File: config.mk
export PLATFORM = sky130hd
export DESIGN_NAME = id_stage_pipe
export DESIGN_NICKNAME = d
export VERILOG_FILES = /design/src/rtl/id_stage_pipe.sv
export SDC_FILE = /design/constraint.sdc
export NUM_CORES = 1
export LEC_CHECK = 0
export CAP_MARGIN = 10
export CORE_MARGIN = 1
export CORE_UTILIZATION = 30
export CTS_CLUSTER_DIAMETER = 60
export CTS_CLUSTER_SIZE = 14
export DETAILED_ROUTE_END_ITERATION = 12
export GPL_ROUTABILITY_DRIVEN = 0
export HOLD_SLACK_MARGIN = 0.12
export PLACE_DENSITY_LB_ADDON = 0.08
export SYNTH_ARGS = -nofsm -noshare
export SYNTH_HDL_FRONTEND = slang
export SYNTH_SLANG_ARGS = --single-unit
File: constraint.sdc
create_clock -name clk -period 3.3 [get_ports clk]
set_clock_uncertainty 0.1 [all_clocks]
set_input_delay 0.66 -clock clk [delete_from_list [all_inputs] [get_ports clk]]
set_output_delay 0.66 -clock clk [all_outputs]
set_load 0.02 [all_outputs]
File: src/rtl/id_stage_pipe.sv
// id_stage_pipe: instruction-decode stage with register file (write-back
// bypass), in-flight destination scoreboard for RAW hazards, registered
// ID/EX outputs under a valid/ready handshake, flush and a stall counter.
// Optional macro ID_STAGE_FWD_EN: downstream forwarding exists, so only a
// load-use against the youngest scoreboard entry stalls.
module id_stage_pipe #(
  parameter int unsigned DATA_W    = 16,
  parameter int unsigned NREGS     = 16,
  parameter int unsigned HAZ_DEPTH = 3,
  parameter logic [DATA_W-1:0] SP_RESET = '1,
  parameter int unsigned CNT_W     = 8,
  localparam int unsigned REG_AW   = $clog2(NREGS)
) (
  input  logic              clk,
  input  logic              rst,
  input  logic              in_valid,
  output logic              in_ready,
  input  logic [15:0]       in_inst,
  input  logic [DATA_W-1:0] in_pc,
  input  logic              wb_en,
  input  logic [REG_AW-1:0] wb_addr,
  input  logic [DATA_W-1:0] wb_data,
  input  logic              flush,
  output logic              out_valid,
  input  logic              out_ready,
  output logic              out_mem_to_reg,
  output logic              out_reg_to_mem,
  output logic              out_alu_src,
  output logic              out_branch,
  output logic              out_call,
  output logic              out_ret,
  output logic              out_reg_wr,
  output logic [2:0]        out_alu_op,
  output logic [REG_AW-1:0] out_rd,
  output logic [DATA_W-1:0] out_rs_data,
  output logic [DATA_W-1:0] out_rt_data,
  output logic [DATA_W-1:0] out_imm,
  output logic [2:0]        out_branch_cond,
  output logic [11:0]       out_call_tgt,
  output logic [DATA_W-1:0] out_pc,
  output logic [CNT_W-1:0]  stall_cnt
);

  localparam logic [REG_AW-1:0] SP_ADDR = REG_AW'(NREGS - 1);

  logic [DATA_W-1:0] regs [NREGS];

  logic [HAZ_DEPTH-1:0] sb_v;
  logic [HAZ_DEPTH-1:0] sb_ld;
  logic [REG_AW-1:0]    sb_rd [HAZ_DEPTH];

  logic [3:0]        op;
  logic              d_m2r, d_r2m, d_src, d_br, d_call, d_ret, d_wr;
  logic [2:0]        d_alu_op;
  logic [REG_AW-1:0] d_rd, rs_a, rt_a;
  logic              use_rs, use_rt;
  logic [DATA_W-1:0] d_imm, rs_data, rt_data;
  logic              hazard, adv, accept;

  assign op = in_inst[15:12];

  // Opcode decode: control bits, source/destination addresses, immediate
  always_comb begin
    d_m2r    = 1'b0;
    d_r2m    = 1'b0;
    d_src    = 1'b0;
    d_br     = 1'b0;
    d_call   = 1'b0;
    d_ret    = 1'b0;
    d_wr     = 1'b0;
    d_alu_op = 3'b000;
    d_rd     = '0;
    rs_a     = REG_AW'(in_inst[7:4]);
    rt_a     = REG_AW'(in_inst[3:0]);
    use_rs   = 1'b0;
    use_rt   = 1'b0;
    d_imm    = '0;
    if (!op[3]) begin
      d_alu_op = op[2:0];
      d_rd     = REG_AW'(in_inst[11:8]);
      use_rs   = 1'b1;
      use_rt   = 1'b1;
      d_wr     = 1'b1;
    end else begin
      case (op)
        4'h8: begin
          d_m2r  = 1'b1;
          d_src  = 1'b1;
          d_rd   = REG_AW'(in_inst[11:8]);
          use_rs = 1'b1;
          d_imm  = {{(DATA_W-4){in_inst[3]}}, in_inst[3:0]};
          d_wr   = 1'b1;
        end
        4'h9: begin
          d_r2m  = 1'b1;
          d_src  = 1'b1;
          rt_a   = REG_AW'(in_inst[11:8]);
          use_rs = 1'b1;
          use_rt = 1'b1;
          d_imm  = {{(DATA_W-4){in_inst[3]}}, in_inst[3:0]};
        end
        4'hA: begin
          d_src  = 1'b1;
          d_rd   = REG_AW'(in_inst[11:8]);
          rs_a   = REG_AW'(in_inst[11:8]);
          use_rs = 1'b1;
          d_imm  = {{(DATA_W-8){in_inst[7]}}, in_inst[7:0]};
          d_wr   = 1'b1;
        end
        4'hB: begin
          d_br  = 1'b1;
          d_imm = {{(DATA_W-8){in_inst[7]}}, in_inst[7:0]};
        end
        4'hC: begin
          d_call = 1'b1;
          rs_a   = SP_ADDR;
          use_rs = 1'b1;
        end
        4'hD: begin
          d_ret  = 1'b1;
          rs_a   = SP_ADDR;
          use_rs = 1'b1;
        end
        default: ;
      endcase
    end
  end

  // Register-file reads with same-cycle write-back bypass
  always_comb begin
    rs_data = (wb_en && wb_addr == rs_a) ? wb_data : regs[rs_a];
    rt_data = (wb_en && wb_addr == rt_a) ? wb_data : regs[rt_a];
  end

  // RAW hazard against in-flight destinations
  always_comb begin
    hazard = 1'b0;
    for (int i = 0; i < HAZ_DEPTH; i++) begin
`ifdef ID_STAGE_FWD_EN
      if (i == 0 && sb_v[i] && sb_ld[i] &&
          ((use_rs && sb_rd[i] == rs_a) || (use_rt && sb_rd[i] == rt_a)))
        hazard = in_valid;
`else
      if (sb_v[i] &&
          ((use_rs && sb_rd[i] == rs_a) || (use_rt && sb_rd[i] == rt_a)))
        hazard = in_valid;
`endif
    end
  end

  assign adv      = !out_valid || out_ready;
  assign in_ready = adv && !hazard && !flush;
  assign accept   = in_valid && in_ready;

  // Register file: SP preset on reset, write on wb_en
  always_ff @(posedge clk) begin
    if (!rst) begin
      for (int i = 0; i < NREGS - 1; i++) regs[i] <= '0;
      regs[NREGS-1] <= SP_RESET;
    end else if (wb_en) begin
      regs[wb_addr] <= wb_data;
    end
  end

  // Scoreboard: shift on pipeline advance, slot0 takes the issued writer
  always_ff @(posedge clk) begin
    if (!rst || flush) begin
      sb_v <= '0;
      if (!rst) begin
        sb_ld <= '0;
        for (int i = 0; i < HAZ_DEPTH; i++) sb_rd[i] <= '0;
      end
    end else if (adv) begin
      for (int i = HAZ_DEPTH - 1; i > 0; i--) begin
        sb_v[i]  <= sb_v[i-1];
        sb_ld[i] <= sb_ld[i-1];
        sb_rd[i] <= sb_rd[i-1];
      end
      sb_v[0]  <= accept && d_wr;
      sb_ld[0] <= accept && d_m2r;
      sb_rd[0] <= d_rd;
    end
  end

  // Saturating hazard-stall counter
  always_ff @(posedge clk) begin
    if (!rst) stall_cnt <= '0;
    else if (hazard && !flush && stall_cnt != '1) stall_cnt <= stall_cnt + CNT_W'(1);
  end

  // ID/EX output register: flush kills, bubble on no accept, hold on backpressure
  always_ff @(posedge clk) begin
    if (!rst) begin
      out_valid       <= 1'b0;
      out_mem_to_reg  <= 1'b0;
      out_reg_to_mem  <= 1'b0;
      out_alu_src     <= 1'b0;
      out_branch      <= 1'b0;
      out_call        <= 1'b0;
      out_ret         <= 1'b0;
      out_reg_wr      <= 1'b0;
      out_alu_op      <= '0;
      out_rd          <= '0;
      out_rs_data     <= '0;
      out_rt_data     <= '0;
      out_imm         <= '0;
      out_branch_cond <= '0;
      out_call_tgt    <= '0;
      out_pc          <= '0;
    end else if (flush) begin
      out_valid <= 1'b0;
    end else if (adv) begin
      out_valid <= accept;
      if (accept) begin
        out_mem_to_reg  <= d_m2r;
        out_reg_to_mem  <= d_r2m;
        out_alu_src     <= d_src;
        out_branch      <= d_br;
        out_call        <= d_call;
        out_ret         <= d_ret;
        out_reg_wr      <= d_wr;
        out_alu_op      <= d_alu_op;
        out_rd          <= d_rd;
        out_rs_data     <= rs_data;
        out_rt_data     <= rt_data;
        out_imm         <= d_imm;
        out_branch_cond <= in_inst[11:9];
        out_call_tgt    <= in_inst[11:0];
        out_pc          <= in_pc;
      end
    end
  end

endmodule

==> results.sh <==
export IMPL_status="finished, violations left"
export IMPL_violations="setup timing"
export IMPL_worstMarginPinSlew_ns=0.771
export IMPL_area_growth_pct=28.6
export IMPL_synth_compound_area_share_pct=13.5
export IMPL_crit_path_start_kind="primary input"
export IMPL_cts_buffer_depth=3
export IMPL_worstPathBufferInverterCount=2
export IMPL_avgRoutedWirePerCell_um=25.2
export IMPL_rows=93
export IMPL_endpoint_kind="output pin"
export IMPL_clk_latency_ns=0.58
export IMPL_root_buffer="clkbuf_16"
export IMPL_crit_chain="clkdlybuf4s50_1 -> nor2b_1 -> o22ai_1 -> o211ai_1 -> or4_4 -> o41ai_4 -> nor3_4 -> o21a_1 -> buf_6"
export IMPL_largest_reg_flops=256
export IMPL_holdWs_ns=0.369
export IMPL_crit_path_top_delay_cell="clkdlybuf4s50_1"
export IMPL_vias=17431
export IMPL_power_per_cell_area_nw_per_um2=489
export IMPL_design_area_um2=25200
export IMPL_leakage_nw=9.52
export IMPL_synth_nets=2160
export IMPL_cp_arrival_ns=2.68
export IMPL_cp_data_required_time_ns=2.54
export IMPL_synthMuxAreaShare_pct=3.50
export IMPL_cp_slowest_stage_delay_ns=0.53
export IMPL_core_um2=64500
export IMPL_antenna_found_initial=6
export IMPL_synth_top_cell_by_area="edfxtp_1"
export IMPL_fmax_mhz=291
export IMPL_cts_sinks=362
export IMPL_netlist_area_leader_share_pct=41.1
export IMPL_fin_total_pwr_w=0.0123
export IMPL_port_buffers=160
export IMPL_drt_iter0_markers=1459
export IMPL_die_y_um=258
export IMPL_ant_nets=0
export IMPL_maxCapViolations=0
export IMPL_totalNegativeSetupSlack_ns=-0.142
export IMPL_ys_warn_count=0
export IMPL_cts_tree="done"
export IMPL_grt_pass1_vias=17089
export IMPL_finalCritPeriodShare_pct=104
export IMPL_clk_pin_slew_ns=0.06
export IMPL_ir_worst_vdd_mv=0.315
export IMPL_setup_viol=1
export IMPL_synth_top_family_by_area="simple AND/OR/NAND/NOR gates"
export IMPL_rsz0062_at_grt="yes"
export IMPL_drt_first_pass_iters=5
export IMPL_synth_area_leaders="edfxtp_1 41%, dfxtp_1 9.6%, nand2_1 8.6%"
export IMPL_timing_slew_headroom_pct=48.4
export IMPL_syn_inst=2101
export IMPL_regMostFlops="regs"
export IMPL_cts_buffers=41
export IMPL_final_setup_worst_slack_ns=-0.142
export IMPL_place_area_um2=23400
export IMPL_path_max_fanout=4
export IMPL_async_flop_share_pct=0
export IMPL_grt_pass1_wl_um=118000
export IMPL_start_util_pct=30.4
export IMPL_wl_um=81500
export IMPL_hold_buffers=0
export IMPL_htreeDepth=2
export IMPL_critical_path_class="in2out"
export IMPL_hold_violations=0
export IMPL_yosysUniqueCellTypes=65
export IMPL_hold_class="reg2reg"
export IMPL_synthSimpleGateAreaFrac_pct=26.9
export IMPL_synth_edf_count=268
export IMPL_drive_gt1_share_pct=15.0
export IMPL_slew_violations=0
export IMPL_ys_ff_latch=362
export IMPL_netlist_area_um2=19600
export IMPL_viasPerCell=5.40
export IMPL_grt_usage_pct=24.1
export IMPL_synth_fa_ha_area_share_pct=0.0639
export IMPL_drc_errors=0
export IMPL_die_w_um=258
export IMPL_r2r_slack_ns=0.40
export IMPL_critical_path_top_delay_family="simple AND/OR/NAND/NOR gates"
export IMPL_gr_total_overflow=0
export IMPL_ioPinCount=161
export IMPL_synth_xor_area_share_pct=0.760
export IMPL_post_route_min_period_ns=3.44
export IMPL_dieArea_um2=66300
export IMPL_grt_max_degree=65
export IMPL_yosysSeqAreaShare_pct=50.7
export IMPL_syn_mean_instance_area_um2=9.32
export IMPL_hpwl_um=54100
export IMPL_synth_flop_cell="edfxtp_1"
export IMPL_final_util_pct=39.1
export IMPL_fin_nets=2398
==> stage by stage <==
| stage | std cells | setup slack, ns |
|---|---|---|
| detailed placement | 3136 | -1.19 |
| finish | 3228 | -0.142 |
| global placement | 3136 | -1.14 |
| CTS | 3224 | -0.136 |
| floorplan | 2101 | 0.0619 |
| global route | 3225 | -0.204 |
==> synthesized netlist by cell type (all sizes together), types with 9 or more instances <==
master  number
o21ai       60
a311oi      50
nand2      448
or3         29
a31oi       69
mux2i       62
nor2        78
nor4        10
edfxtp     268
nor3        10
nand3       94
clkbuf     119
and2       247
xnor2       12
nand2b      28
a211oi      51
dfxtp       94
and3        88
a211o       18
a21oi       49
a32oi       14
a22o        10
o22ai       18
nor2b        9
buf         81
==> cells in the final DEF (no fill, tap or decap), types with 45 or more instances in the layout <==
cell type,n
a311oi_1,50
mux2i_1,58
and2_1,247
o21ai_0,45
edfxtp_1,268
and3_1,88
buf_4,196
a31oi_1,68
a211oi_1,50
clkdlybuf4s50_1,146
nand2_1,447
nand3_1,94
dfxtp_1,94
nor2_1,76
==> where the power goes <==
part / total (W) / switching [W] / internal [W]
clock network: 0.00480 / 0.00209 / 0.00270
logic: 0.00220 / 0.00134 / 0.000854
registers: 0.00531 / 0.000181 / 0.00513
==> cell families after synthesis <==
logic type	count (synthesis)
mux	66
flops	362
compound gates	381
simple gates	1065
buf+inv	209
fa+ha+maj	1
xor+xnor	17
==> worst paths after layout <==
| path | end | cells after the start | startpoint |
|---|---|---|---|
| max | in_ready | 9 | in_inst[2] |
| min | out_rd[1] | 2 | out_rd[1] |
| max reg2reg | out_pc[11] | 13 | sb_rd[0][3] |
| min reg2reg | out_rd[1] | 2 | out_rd[1] |
==> per-layer routing <==
layer,vias up,global-route usage [%],wire length [µm]
li1,8008,-,-
met1,8553,32.9,36700
met2,720,38.5,36800
met3,148,3.12,4840
met4,2,9.71,3180
met5,-,0,11
==> what timing repair did <==
item / 4_1_cts / 5_1_grt
pin swaps: 15 / 2
buffers inserted: 13 / 1
endpoints found under the setup margin: 84 / 79
resized for setup: 72 / 16
gates cloned: 1 / 0
==> area by class of cell <==
class	instances	area, µm²
repair buffers	395	3740
clock inverters	23	245
diodes	3	7.51
multi-input cells	1530	9030
inverters	9	33.8
fillers	6449	39300
flip-flops and latches	362	9930
well taps	855	1070
clock buffers	51	1130
==> worst reg2reg max path: cells and delay by family, from the launching register on <==
family                 cells  cell delay (ns)
muxes                      2             0.49
AOI/OAI and AO/OA          2             0.30
and+or+nand+nor            4             0.49
buffers and inverters      5             0.85
DFF                        1             0.55
Power figures use the tool's default switching activity.
